### src/rtl/pipelined_addsub_nbit.sv
// Pipelined N-bit adder/subtractor, CHUNK bits of carry chain resolved per stage, with signed overflow.
// Latency: STAGES = WIDTH/CHUNK cycles from the accepting edge to out_valid; throughput 1 op/cycle.
// Backpressure: all stages advance together only when out_ready | ~out_valid; otherwise every stage holds.
module pipelined_addsub_nbit #(
    parameter int WIDTH = 16,
    parameter int CHUNK = 4
) (
    input  logic             clk,
    input  logic             rst_n,
    input  logic             in_valid,
    output logic             in_ready,
    input  logic [WIDTH-1:0] a,
    input  logic [WIDTH-1:0] b,
    input  logic             c_in,
    input  logic             sub,
    output logic             out_valid,
    input  logic             out_ready,
    output logic [WIDTH-1:0] sum,
    output logic             c_out,
    output logic             ovf
);

    localparam int STAGES = WIDTH / CHUNK;

    logic             en;
    logic [WIDTH-1:0] b_eff;
    logic             c_eff;

    // The whole pipe moves as one: it may advance whenever the output slot is free or being drained.
    assign en       = out_ready | ~out_valid;
    assign in_ready = en;

    // Subtraction is a + ~b + ~borrow, so the mode only changes the operands fed to stage 0.
    assign b_eff = sub ? ~b : b;
    assign c_eff = sub ? ~c_in : c_in;

    for (genvar k = 0; k < STAGES; k++) begin : g_stage
        // Operand bits still waiting to be added, and sum bits resolved once this stage has run.
        localparam int RW = WIDTH - k * CHUNK;
        localparam int SW = (k + 1) * CHUNK;

        logic [RW-1:0]  a_in;
        logic [RW-1:0]  b_in;
        logic           cy_in;
        logic           vld_in;
        logic [CHUNK:0] part;
        logic [SW-1:0]  s_nxt;
        logic [SW-1:0]  s_r;
        logic           cy_r;
        logic           vld_r;

        if (k == 0) begin : g_head
            assign a_in   = a;
            assign b_in   = b_eff;
            assign cy_in  = c_eff;
            assign vld_in = in_valid;
            assign s_nxt  = part[CHUNK-1:0];
        end else begin : g_body
            assign a_in   = g_stage[k-1].g_skew.a_r;
            assign b_in   = g_stage[k-1].g_skew.b_r;
            assign cy_in  = g_stage[k-1].cy_r;
            assign vld_in = g_stage[k-1].vld_r;
            // New slice lands above the lower slices that earlier stages already resolved.
            assign s_nxt  = {part[CHUNK-1:0], g_stage[k-1].s_r};
        end

        // Lowest pending slice plus the carry handed over from the previous stage.
        assign part = {1'b0, a_in[CHUNK-1:0]} + {1'b0, b_in[CHUNK-1:0]} + {{CHUNK{1'b0}}, cy_in};

        // Stage register: valid bit, partial sum and carry; cleared asynchronously so nothing in flight survives reset.
        always_ff @(posedge clk or negedge rst_n) begin
            if (!rst_n) begin
                vld_r <= 1'b0;
                cy_r  <= 1'b0;
                s_r   <= '0;
            end else if (en) begin
                vld_r <= vld_in;
                cy_r  <= part[CHUNK];
                s_r   <= s_nxt;
            end
        end

        if (k < STAGES - 1) begin : g_skew
            logic [RW-CHUNK-1:0] a_r;
            logic [RW-CHUNK-1:0] b_r;

            // Skew the not-yet-added upper slices forward to meet their carry in the next stage.
            always_ff @(posedge clk or negedge rst_n) begin
                if (!rst_n) begin
                    a_r <= '0;
                    b_r <= '0;
                end else if (en) begin
                    a_r <= a_in[RW-1:CHUNK];
                    b_r <= b_in[RW-1:CHUNK];
                end
            end
        end else begin : g_tail
            logic ovf_r;

            // Carry into the MSB is a^b^s at that bit; overflow is that carry disagreeing with the carry out.
            always_ff @(posedge clk or negedge rst_n) begin
                if (!rst_n) begin
                    ovf_r <= 1'b0;
                end else if (en) begin
                    ovf_r <= part[CHUNK] ^ part[CHUNK-1] ^ a_in[CHUNK-1] ^ b_in[CHUNK-1];
                end
            end
        end
    end

    assign out_valid = g_stage[STAGES-1].vld_r;
    assign sum       = g_stage[STAGES-1].s_r;
    assign c_out     = g_stage[STAGES-1].cy_r;
    assign ovf       = g_stage[STAGES-1].g_tail.ovf_r;

endmodule
### config.mk
export PLATFORM = sky130hd
export DESIGN_NAME = pipelined_addsub_nbit
export DESIGN_NICKNAME = d
export VERILOG_FILES = /design/src/rtl/pipelined_addsub_nbit.sv
export SDC_FILE = /design/constraint.sdc
export NUM_CORES = 1
export LEC_CHECK = 0
export CORE_UTILIZATION = 50
export CTS_CLUSTER_SIZE = 28
export DETAILED_ROUTE_END_ITERATION = 8
export PLACE_DENSITY = 0.74
export SETUP_SLACK_MARGIN = 0.3
export SYNTH_ARGS = -nofsm -noshare
export SYNTH_HDL_FRONTEND = slang
export SYNTH_SLANG_ARGS = --single-unit
export TNS_END_PERCENT = 1
### constraint.sdc
create_clock -name clk -period 4.66 [get_ports clk]
set_input_delay 0.932 -clock clk [delete_from_list [all_inputs] [get_ports clk]]
set_output_delay 0.932 -clock clk [all_outputs]
set_load 0.01 [all_outputs]
==> impl_metrics.json, run 1 <==
{
  "tightest_slew_ps": 946,
  "drtAntennaViolNets": 0,
  "cts_max_path_buffers": 2,
  "yosysWarnings": 0,
  "crit_end": "in_ready",
  "hp-class": "reg -> reg",
  "cp_slowest_cell": "clkdlybuf4s50_1",
  "critPathMaxFanout": 2,
  "dr_wl_met2_um": 3310,
  "track_usage_pct": 18.3,
  "h-tree-depth": 3,
  "dp_cells": 601,
  "synth_compound_area_share_pct": 6.68,
  "setup-tns-final_ps": 0,
  "whs_ps": 470,
  "placement.io_buffers": 57,
  "viasPerCell": 4.82,
  "cp.depth": 4,
  "ys.flop_type": "dfrtp_1",
  "final_cell_count_no_fill": 617,
  "dr_wl_met3_um": 185,
  "regToRegSetupSlack_ps": 2590,
  "grt_pass1_wl_um": 12700,
  "fin_util_pct": 61.8,
  "period_share_pct": 64.2,
  "ys_seq_area_share_pct": 56.6,
  "antennaDiodeCount": 0,
  "insertion_delay_ps": 370,
  "wirelength_um": 7020,
  "vias": 2971,
  "yosys.area_share.simple_pct": 21.2,
  "syn-cell-area_um2": 4290,
  "ff_latch_area_um2": 2430,
  "gp_congestion": 0.726,
  "core_um2": 8260,
  "syn_nets": 516,
  "ir_drop_v": 0.000246,
  "worstPathArrival_ps": 2060,
  "route.top_layer_used": "met4",
  "hp-start": "g_stage[2].s_r[5]",
  "cp-startpoint": "out_ready",
  "path_common_cell": "clkdlybuf4s50_1",
  "finClkSkew_ps": 13.3,
  "period_needed_ps": 2990,
  "synth_edf_count": 0,
  "die_h_um": 94.6,
  "drt_first_pass_iters": 4,
  "report.final.slew_viol_count": 0,
  "initial_utilization_pct": 51.9,
  "crit_family": "buffers and inverters",
  "io_pins": 58,
  "reg2regPathDepth": 6,
  "hold_viol": 0,
  "route.detailed.drc": 0,
  "synth_adder_area_share_pct": 7.23,
  "fmax_ghz": 0.334,
  "final_nets": 565,
  "setup_violations": 0,
  "layout_common_cells": "nand2_1 (215), dfrtp_1 (97), clkdlybuf4s50_1 (56)",
  "maxSlewHeadroom_pct": 37.0,
  "die_x_um": 94.6,
  "startpoint_type": "input pin",
  "r2r-end": "ovf",
  "wl_per_cell_um": 11.4,
  "areaGrowthSynthToFinish_pct": 18.9,
  "pre_cts_slack_ps": 1380,
  "final_common_cell": "nand2_1",
  "rows": 33,
  "critPathMaxStageDelay_ps": 520,
  "outcome": "finished clean",
  "cts_root_buf": "clkbuf_8",
  "critPathKind": "in -> out",
  "rsz0062_at_grt": "no",
  "crit_chain": "clkdlybuf4s50_1 -> nor2b_4 -> inv_2 -> clkdlybuf4s50_1",
  "worstReg2RegStart": "g_stage[2].cy_r",
  "p_leak_nw": 2.51,
  "crit_buf_inv": 3,
  "ys_seq_elements": 97,
  "required_ps": 3730,
  "cts_tree": "built",
  "cap_viol_max_count": 0,
  "cts_sinks": 97,
  "dr.first_iter.drc_count": 133,
  "cts_hold_buf": 0,
  "fillers": 743,
  "synth_mux_area_share_pct": 0,
  "dieArea_um2": 8950,
  "grt_pass1_vias": 2860,
  "synth.distinct_cells": 29,
  "cts_resized": 0,
  "antenna_found_initial": 0,
  "syn_area_per_cell_um2": 9.36,
  "cts_buffers": 9,
  "multi_input_area_um2": 1720,
  "grt_max_degree": 103,
  "syn_inst": 458,
  "async_reset_ff_share_pct": 100,
  "grt_overflow": 0,
  "post_cts_buffers": 0,
  "cp-end-kind": "primary output",
  "synth_xor_area_share_pct": 4.70,
  "powerDensity_nw_per_um2": 618,
  "drive_above_1_share_pct": 5.08,
  "routedLengthMet1_um": 3400,
  "synth_top_family_by_area": "simple AND/OR/NAND/NOR gates",
  "clk_pin_slew_ps": 100,
  "hpwl_um": 4660,
  "finalWorstSetupSlack_ps": 1670
}
## worst reg2reg max path, cell delays in order, from the launching register on
cell	delay, ps
dfrtp_1	430
fa_1	470
fa_1	420
nand3_1	150
a21oi_1	100
o211a_1	240
o31ai_2	170
## cell usage after synthesis (2+ instances only)
master	number	area, um2
o21ai_0	26	130
a21o_1	3	22.5
inv_1	11	41.3
xnor2_1	13	114
buf_2	17	85.1
nor2b_1	4	25.0
clkbuf_1	5	18.8
nand3_1	2	10.0
a21oi_1	11	55.1
nor2_1	10	37.5
ha_1	12	150
fa_1	8	160
dfrtp_1	97	2430
nand2_1	215	807
xor2_1	10	87.6
## sequential cells by signal (all words and copies together) (netlist names)
signal	cells
c_out	1
g_stage.cy_r	3
g_stage.g_skew.a_r	24
g_stage.g_skew.b_r	24
g_stage.s_r	24
g_stage.vld_r	3
out_valid	1
ovf	1
sum	16
## kinds of logic after synthesis
group           count (synthesis)
simple gates                  235
flops                          97
compound gates                 49
buf+inv                        34
xor+xnor                       23
fa+ha+maj                      20
## per-layer routing
metal / vias up / global-route usage, %
li1: 1534 / -
met1: 1379 / 24.2
met2: 48 / 29.7
met3: 10 / 2.90
met4: 0 / 8.71
met5: - / 0
## per-stage QoR
| stage | total power, mW | cell area (um2) |
|---|---|---|
| after floorplan | 2.27 | 4290 |
| after global placement | 2.63 | 4910 |
| after detailed placement | 2.68 | 4910 |
| after CTS | 3.20 | 5100 |
| after global routing | 3.45 | 5100 |
| final | 3.15 | 5100 |
## power breakdown
group          internal [mW]  total, mW  leakage, nW  switching [mW]
clock network          0.205      0.511       0.0927           0.306
registers               1.22       1.42         1.17           0.202
logic                  0.577       1.22         1.25           0.646
## how the worst min path moves through the flow
stage | cells past startpoint | slack, ps | end
6_report | 2 | 470 | sum[5]
5_1_grt | 2 | 500 | g_stage[2].s_r[1]
4_1_cts | 2 | 480 | g_stage[0].g_skew.a_r[11]
3_5_place_dp | 2 | 460 | g_stage[0].g_skew.a_r[11]
3_3_place_gp | 2 | 440 | g_stage[2].vld_r
2_1_floorplan | 2 | 430 | g_stage[2].vld_r
## layout make-up
type | instances | area share, %
multi-input combinational | 327 | 33.7
clock inverter | 7 | 1.23
tap | 105 | 2.58
inverter | 11 | 0.809
clock buffer | 9 | 2.43
sequential | 97 | 47.6
timing repair buffer | 61 | 11.7
No activity file was read; power rests on OpenSTA's default activity.
==> run 2: changes to the inputs <==
--- a/config.mk
+++ b/config.mk
@@ -5,10 +5,10 @@
 export SDC_FILE = /design/constraint.sdc
 export NUM_CORES = 1
 export LEC_CHECK = 0
-export CORE_UTILIZATION = 50
+export CORE_UTILIZATION = 49
 export CTS_CLUSTER_SIZE = 28
 export DETAILED_ROUTE_END_ITERATION = 8
-export PLACE_DENSITY = 0.74
+export PLACE_DENSITY = 0.75
 export SETUP_SLACK_MARGIN = 0.3
 export SYNTH_ARGS = -nofsm -noshare
 export SYNTH_HDL_FRONTEND = slang
==> constraint.sdc (replaced) <==
create_clock -name clk -period 2.7 [get_ports clk]
set_input_delay 0.54 -clock clk [delete_from_list [all_inputs] [get_ports clk]]
set_output_delay 0.54 -clock clk [all_outputs]
set_load 0.01 [all_outputs]
==> impl_metrics.json, run 2 (same netlist as run 1, synthesis figures left out) <==
{
  "dr.first_iter.drc_count": 144,
  "rsz0062_at_grt": "no",
  "regToRegSetupSlack_ps": 640,
  "hpwl_um": 5030,
  "route.detailed.drc": 0,
  "cts_root_buf": "clkbuf_8",
  "tightest_slew_ps": 981,
  "hold_viol": 0,
  "drt_first_pass_iters": 4,
  "cts_buffers": 9,
  "insertion_delay_ps": 360,
  "r2r-end": "ovf",
  "post_dp_cell_area_um2": 4930,
  "critPathMaxFanout": 2,
  "report.final.slew_viol_count": 0,
  "finClkSkew_ps": 9.76,
  "outcome": "finished clean",
  "setup_violations": 0,
  "viasPerCell": 4.90,
  "powerDensity_nw_per_um2": 1100,
  "crit_family": "buffers and inverters",
  "die_x_um": 95.6,
  "final_nets": 566,
  "post_cts_buffers": 0,
  "worstReg2RegStart": "g_stage[2].cy_r",
  "worstPathArrival_ps": 1680,
  "gp_congestion": 0.768,
  "fin_util_pct": 61.9,
  "core_um2": 8340,
  "cts_max_path_buffers": 2,
  "grt_max_degree": 103,
  "reg.largest.list": "g_stage.g_skew.a_r: 24 flops, g_stage.g_skew.b_r: 24 flops, g_stage.s_r: 24 flops",
  "cts_sinks": 97,
  "h-tree-depth": 3,
  "initial_utilization_pct": 51.4,
  "antennaDiodeCount": 0,
  "dp_cells": 602,
  "grt_pass1_vias": 2927,
  "wirelength_um": 7770,
  "reg2regPathDepth": 6,
  "grt_overflow": 0,
  "clk_pin_slew_ps": 100,
  "final_area_um2": 5160,
  "io_pins": 58,
  "fin_total_pwr_mw": 5.69,
  "cap_viol_max_count": 0,
  "crit_buf_inv": 3,
  "period_needed_ps": 2220,
  "final_common_cell": "nand2_1",
  "cp-startpoint": "out_ready",
  "critPathKind": "in -> out",
  "placement.io_buffers": 57,
  "p_leak_nw": 2.55,
  "grt_pass1_wl_um": 13200,
  "drtAntennaViolNets": 0,
  "cts_hold_buf": 0,
  "layout_common_cells": "nand2_1 (215), dfrtp_1 (97), clkdlybuf4s50_1 (55)",
  "hp-class": "in -> async",
  "rows": 33,
  "die_h_um": 95.6,
  "antenna_found_initial": 0,
  "crit_chain": "clkdlybuf4s50_1 -> nor2b_4 -> inv_2 -> clkdlybuf4s50_1",
  "critPathMaxStageDelay_ps": 540,
  "whs_ps": 180,
  "fmax_ghz": 0.450,
  "track_usage_pct": 19.1,
  "period_share_pct": 82.2,
  "vias": 3026,
  "areaGrowthSynthToFinish_pct": 20.4,
  "maxSlewHeadroom_pct": 34.6,
  "cts_tree": "built",
  "cp_slowest_cell": "clkdlybuf4s50_1",
  "required_ps": 2160,
  "cp-end-kind": "primary output",
  "wl_per_cell_um": 12.6,
  "path_common_cell": "clkdlybuf4s50_1",
  "ir_drop_v": 0.000387,
  "final_cell_count_no_fill": 618,
  "drive_above_1_share_pct": 5.26,
  "dieArea_um2": 9130,
  "startpoint_type": "input pin"
}
## run 2: worst reg2reg max path, cell delays in order, from the launching register on
cell	delay, ps
dfrtp_1	430
fa_1	480
fa_1	430
nand3_1	150
a21oi_1	100
o211a_1	240
o31ai_2	160
## run 2: cell type report
type | count | area (um2)
sequential | 97 | 2430
inverter | 11 | 41.3
clock inverter | 6 | 90.1
timing repair buffer | 62 | 621
fill | 723 | 3180
tap | 105 | 131
multi-input combinational | 327 | 1720
clock buffer | 10 | 138
## run 2: report_power, final
group          switching, mW  leakage, nW  internal (mW)
Clock                  0.496        0.113          0.550
Sequential             0.357         1.17           2.10
Combinational           1.17         1.27           1.01
## run 2: worst max path at each step
stage,cells after the start,end
3_5_place_dp,7,g_stage[0].cy_r
3_3_place_gp,7,g_stage[0].cy_r
2_1_floorplan,8,g_stage[0].cy_r
5_1_grt,7,g_stage[0].cy_r
4_1_cts,7,g_stage[0].cy_r
6_report,4,in_ready
## run 2: timing repair
action | in CTS | in global routing
hold endpoints to repair | 0 | 0
resized for setup | 0 | 1
endpoints found under the setup margin | 0 | 1
## run 2: per-stage QoR
stage / TNS, ps / setup WS, ps
global route: 0 / 412
detailed placement: -78.2 / -78.2
global placement: -2.79 / -2.79
floorplan: 0 / 336
finish: 0 / 480
CTS: 0 / 307
## run 2: per-layer routing
| metal | vias to the layer above | wire (um) | track usage (%) |
|---|---|---|---|
| li1 | 1531 | - | - |
| met1 | 1424 | 3610 | 26.0 |
| met2 | 56 | 3710 | 30.1 |
| met3 | 15 | 288 | 3.51 |
| met4 | 0 | 170 | 8.46 |
| met5 | - | 0 | 0 |
==> run 3: changes to the inputs <==
--- a/config.mk
+++ b/config.mk
@@ -5,10 +5,10 @@
 export SDC_FILE = /design/constraint.sdc
 export NUM_CORES = 1
 export LEC_CHECK = 0
-export CORE_UTILIZATION = 49
+export CORE_UTILIZATION = 50
 export CTS_CLUSTER_SIZE = 28
 export DETAILED_ROUTE_END_ITERATION = 8
-export PLACE_DENSITY = 0.75
+export PLACE_DENSITY = 0.74
 export SETUP_SLACK_MARGIN = 0.3
 export SYNTH_ARGS = -nofsm -noshare
 export SYNTH_HDL_FRONTEND = slang
==> constraint.sdc (replaced) <==
create_clock -name clk -period 2.1 [get_ports clk]
set_input_delay 0.42 -clock clk [delete_from_list [all_inputs] [get_ports clk]]
set_output_delay 0.42 -clock clk [all_outputs]
set_load 0.01 [all_outputs]
==> impl_metrics.json, run 3 (same netlist as run 1, synthesis figures left out) <==
{
  "initial_utilization_pct": 51.9,
  "cap_viol_max_count": 0,
  "final_area_um2": 5250,
  "grt_pass1_wl_um": 13700,
  "period_share_pct": 90.8,
  "reg2regPathDepth": 6,
  "critPathMaxStageDelay_ps": 420,
  "rsz0062_at_grt": "yes",
  "cts_buffers": 9,
  "dr.first_iter.drc_count": 168,
  "insertion_delay_ps": 360,
  "fin_util_pct": 63.5,
  "die_x_um": 94.6,
  "drtAntennaViolNets": 0,
  "fmax_ghz": 0.525,
  "wl_per_cell_um": 12.3,
  "h-tree-depth": 3,
  "grt_overflow": 0,
  "period_needed_ps": 1910,
  "outcome": "finished clean",
  "tightest_slew_ps": 487,
  "pre_cts_slack_ps": -405,
  "viasPerCell": 4.78,
  "antennaDiodeCount": 0,
  "hpwl_um": 5160,
  "core_um2": 8260,
  "dieArea_um2": 8950,
  "reg.largest.list": "g_stage.g_skew.a_r: 24 flops, g_stage.g_skew.b_r: 24 flops, g_stage.s_r: 24 flops",
  "hold_viol": 0,
  "cp-end-kind": "flip-flop",
  "finClkSkew_ps": 10.1,
  "cp.depth": 6,
  "report.final.slew_viol_count": 0,
  "post_dp_cell_area_um2": 5010,
  "cts_max_path_buffers": 2,
  "grt_max_degree": 99,
  "hp-class": "in -> async",
  "cp_slowest_cell": "fa_2",
  "powerDensity_nw_per_um2": 1400,
  "layout_common_cells": "nand2_1 (215), dfrtp_1 (97), clkdlybuf4s50_1 (53)",
  "route.detailed.drc": 0,
  "critPathKind": "reg -> reg",
  "critPathMaxFanout": 3,
  "startpoint_type": "flip-flop",
  "path_common_cell": "fa_2",
  "vias": 2978,
  "drive_above_1_share_pct": 7.34,
  "areaGrowthSynthToFinish_pct": 22.3,
  "grt_pass1_vias": 2993,
  "rows": 33,
  "crit_buf_inv": 0,
  "antenna_found_initial": 0,
  "worstPathArrival_ps": 2180,
  "crit_chain": "fa_2 -> fa_2 -> nand3_2 -> a21oi_1 -> o211a_1 -> o31ai_2",
  "post_cts_buffers": 0,
  "cts_hold_buf": 0,
  "setup_violations": 0,
  "cts_root_buf": "clkbuf_8",
  "cts_tree": "built",
  "cts_sinks": 97,
  "ir_drop_v": 0.000571,
  "required_ps": 2370,
  "gp_congestion": 0.754,
  "finalWorstSetupSlack_ps": 194,
  "final_common_cell": "nand2_1",
  "crit_family": "adder cells",
  "clk_pin_slew_ps": 90,
  "io_pins": 58,
  "wirelength_um": 7660,
  "drt_first_pass_iters": 4,
  "placement.io_buffers": 57,
  "track_usage_pct": 19.9,
  "maxSlewHeadroom_pct": 67.5,
  "die_h_um": 94.6,
  "p_leak_nw": 2.58,
  "final_nets": 571
}
[run 3: layer usage]
metal  track usage (%)  share of wire [%]
met1              26.8                 47
met4              8.84                1.9
met3              3.30                2.8
met2              32.0                 49
met5                 0                  0
[run 3: repair_timing]
item / in CTS / in global routing
endpoints found under the hold margin: 0 / 0
pin swaps: 0 / 1
gates resized for setup: 4 / 3
setup endpoints to repair: 6 / 6
cloned: 0 / 0
[run 3: final timing paths]
kind	startpoint	to	slack, ps
hold / removal	rst_n	g_stage[0].vld_r	10
min in group clk	sum[12]	sum[12]	470
hold reg to reg	sum[12]	sum[12]	470
setup / recovery	g_stage[2].cy_r	ovf	190
setup reg to reg	g_stage[2].cy_r	ovf	190
max in group asynchronous	rst_n	g_stage[0].g_skew.b_r[7]	1470
[run 3: metrics by stage]
| step | power, mW | setup TNS, ps | hold slack, ps | cells |
|---|---|---|---|---|
| 2_1_floorplan | 5.04 | 0 | 124 | 458 |
| 3_3_place_gp | 5.91 | -1300 | 409 | 607 |
| 3_5_place_dp | 6.07 | -1450 | 419 | 607 |
| 4_1_cts | 7.43 | 0 | 21.6 | 623 |
| 5_1_grt | 8.01 | 0 | 41.1 | 623 |
| 6_report | 7.36 | 0 | 14.8 | 623 |
[run 3: layout make-up]
class	instances	area, um2
clock buffer	9	124
clock inverter	7	101
fill	715	3010
inverter	11	41.3
multi-input combinational	327	1740
sequential	97	2430
tap	105	131
timing repair buffer	67	681
[run 3: power by group]
group          switching (mW)  total, mW  internal (mW)
combinational            1.51       2.86           1.35
sequential              0.460       3.16           2.70
clock                   0.655       1.34          0.681
total                    2.63       7.36           4.73
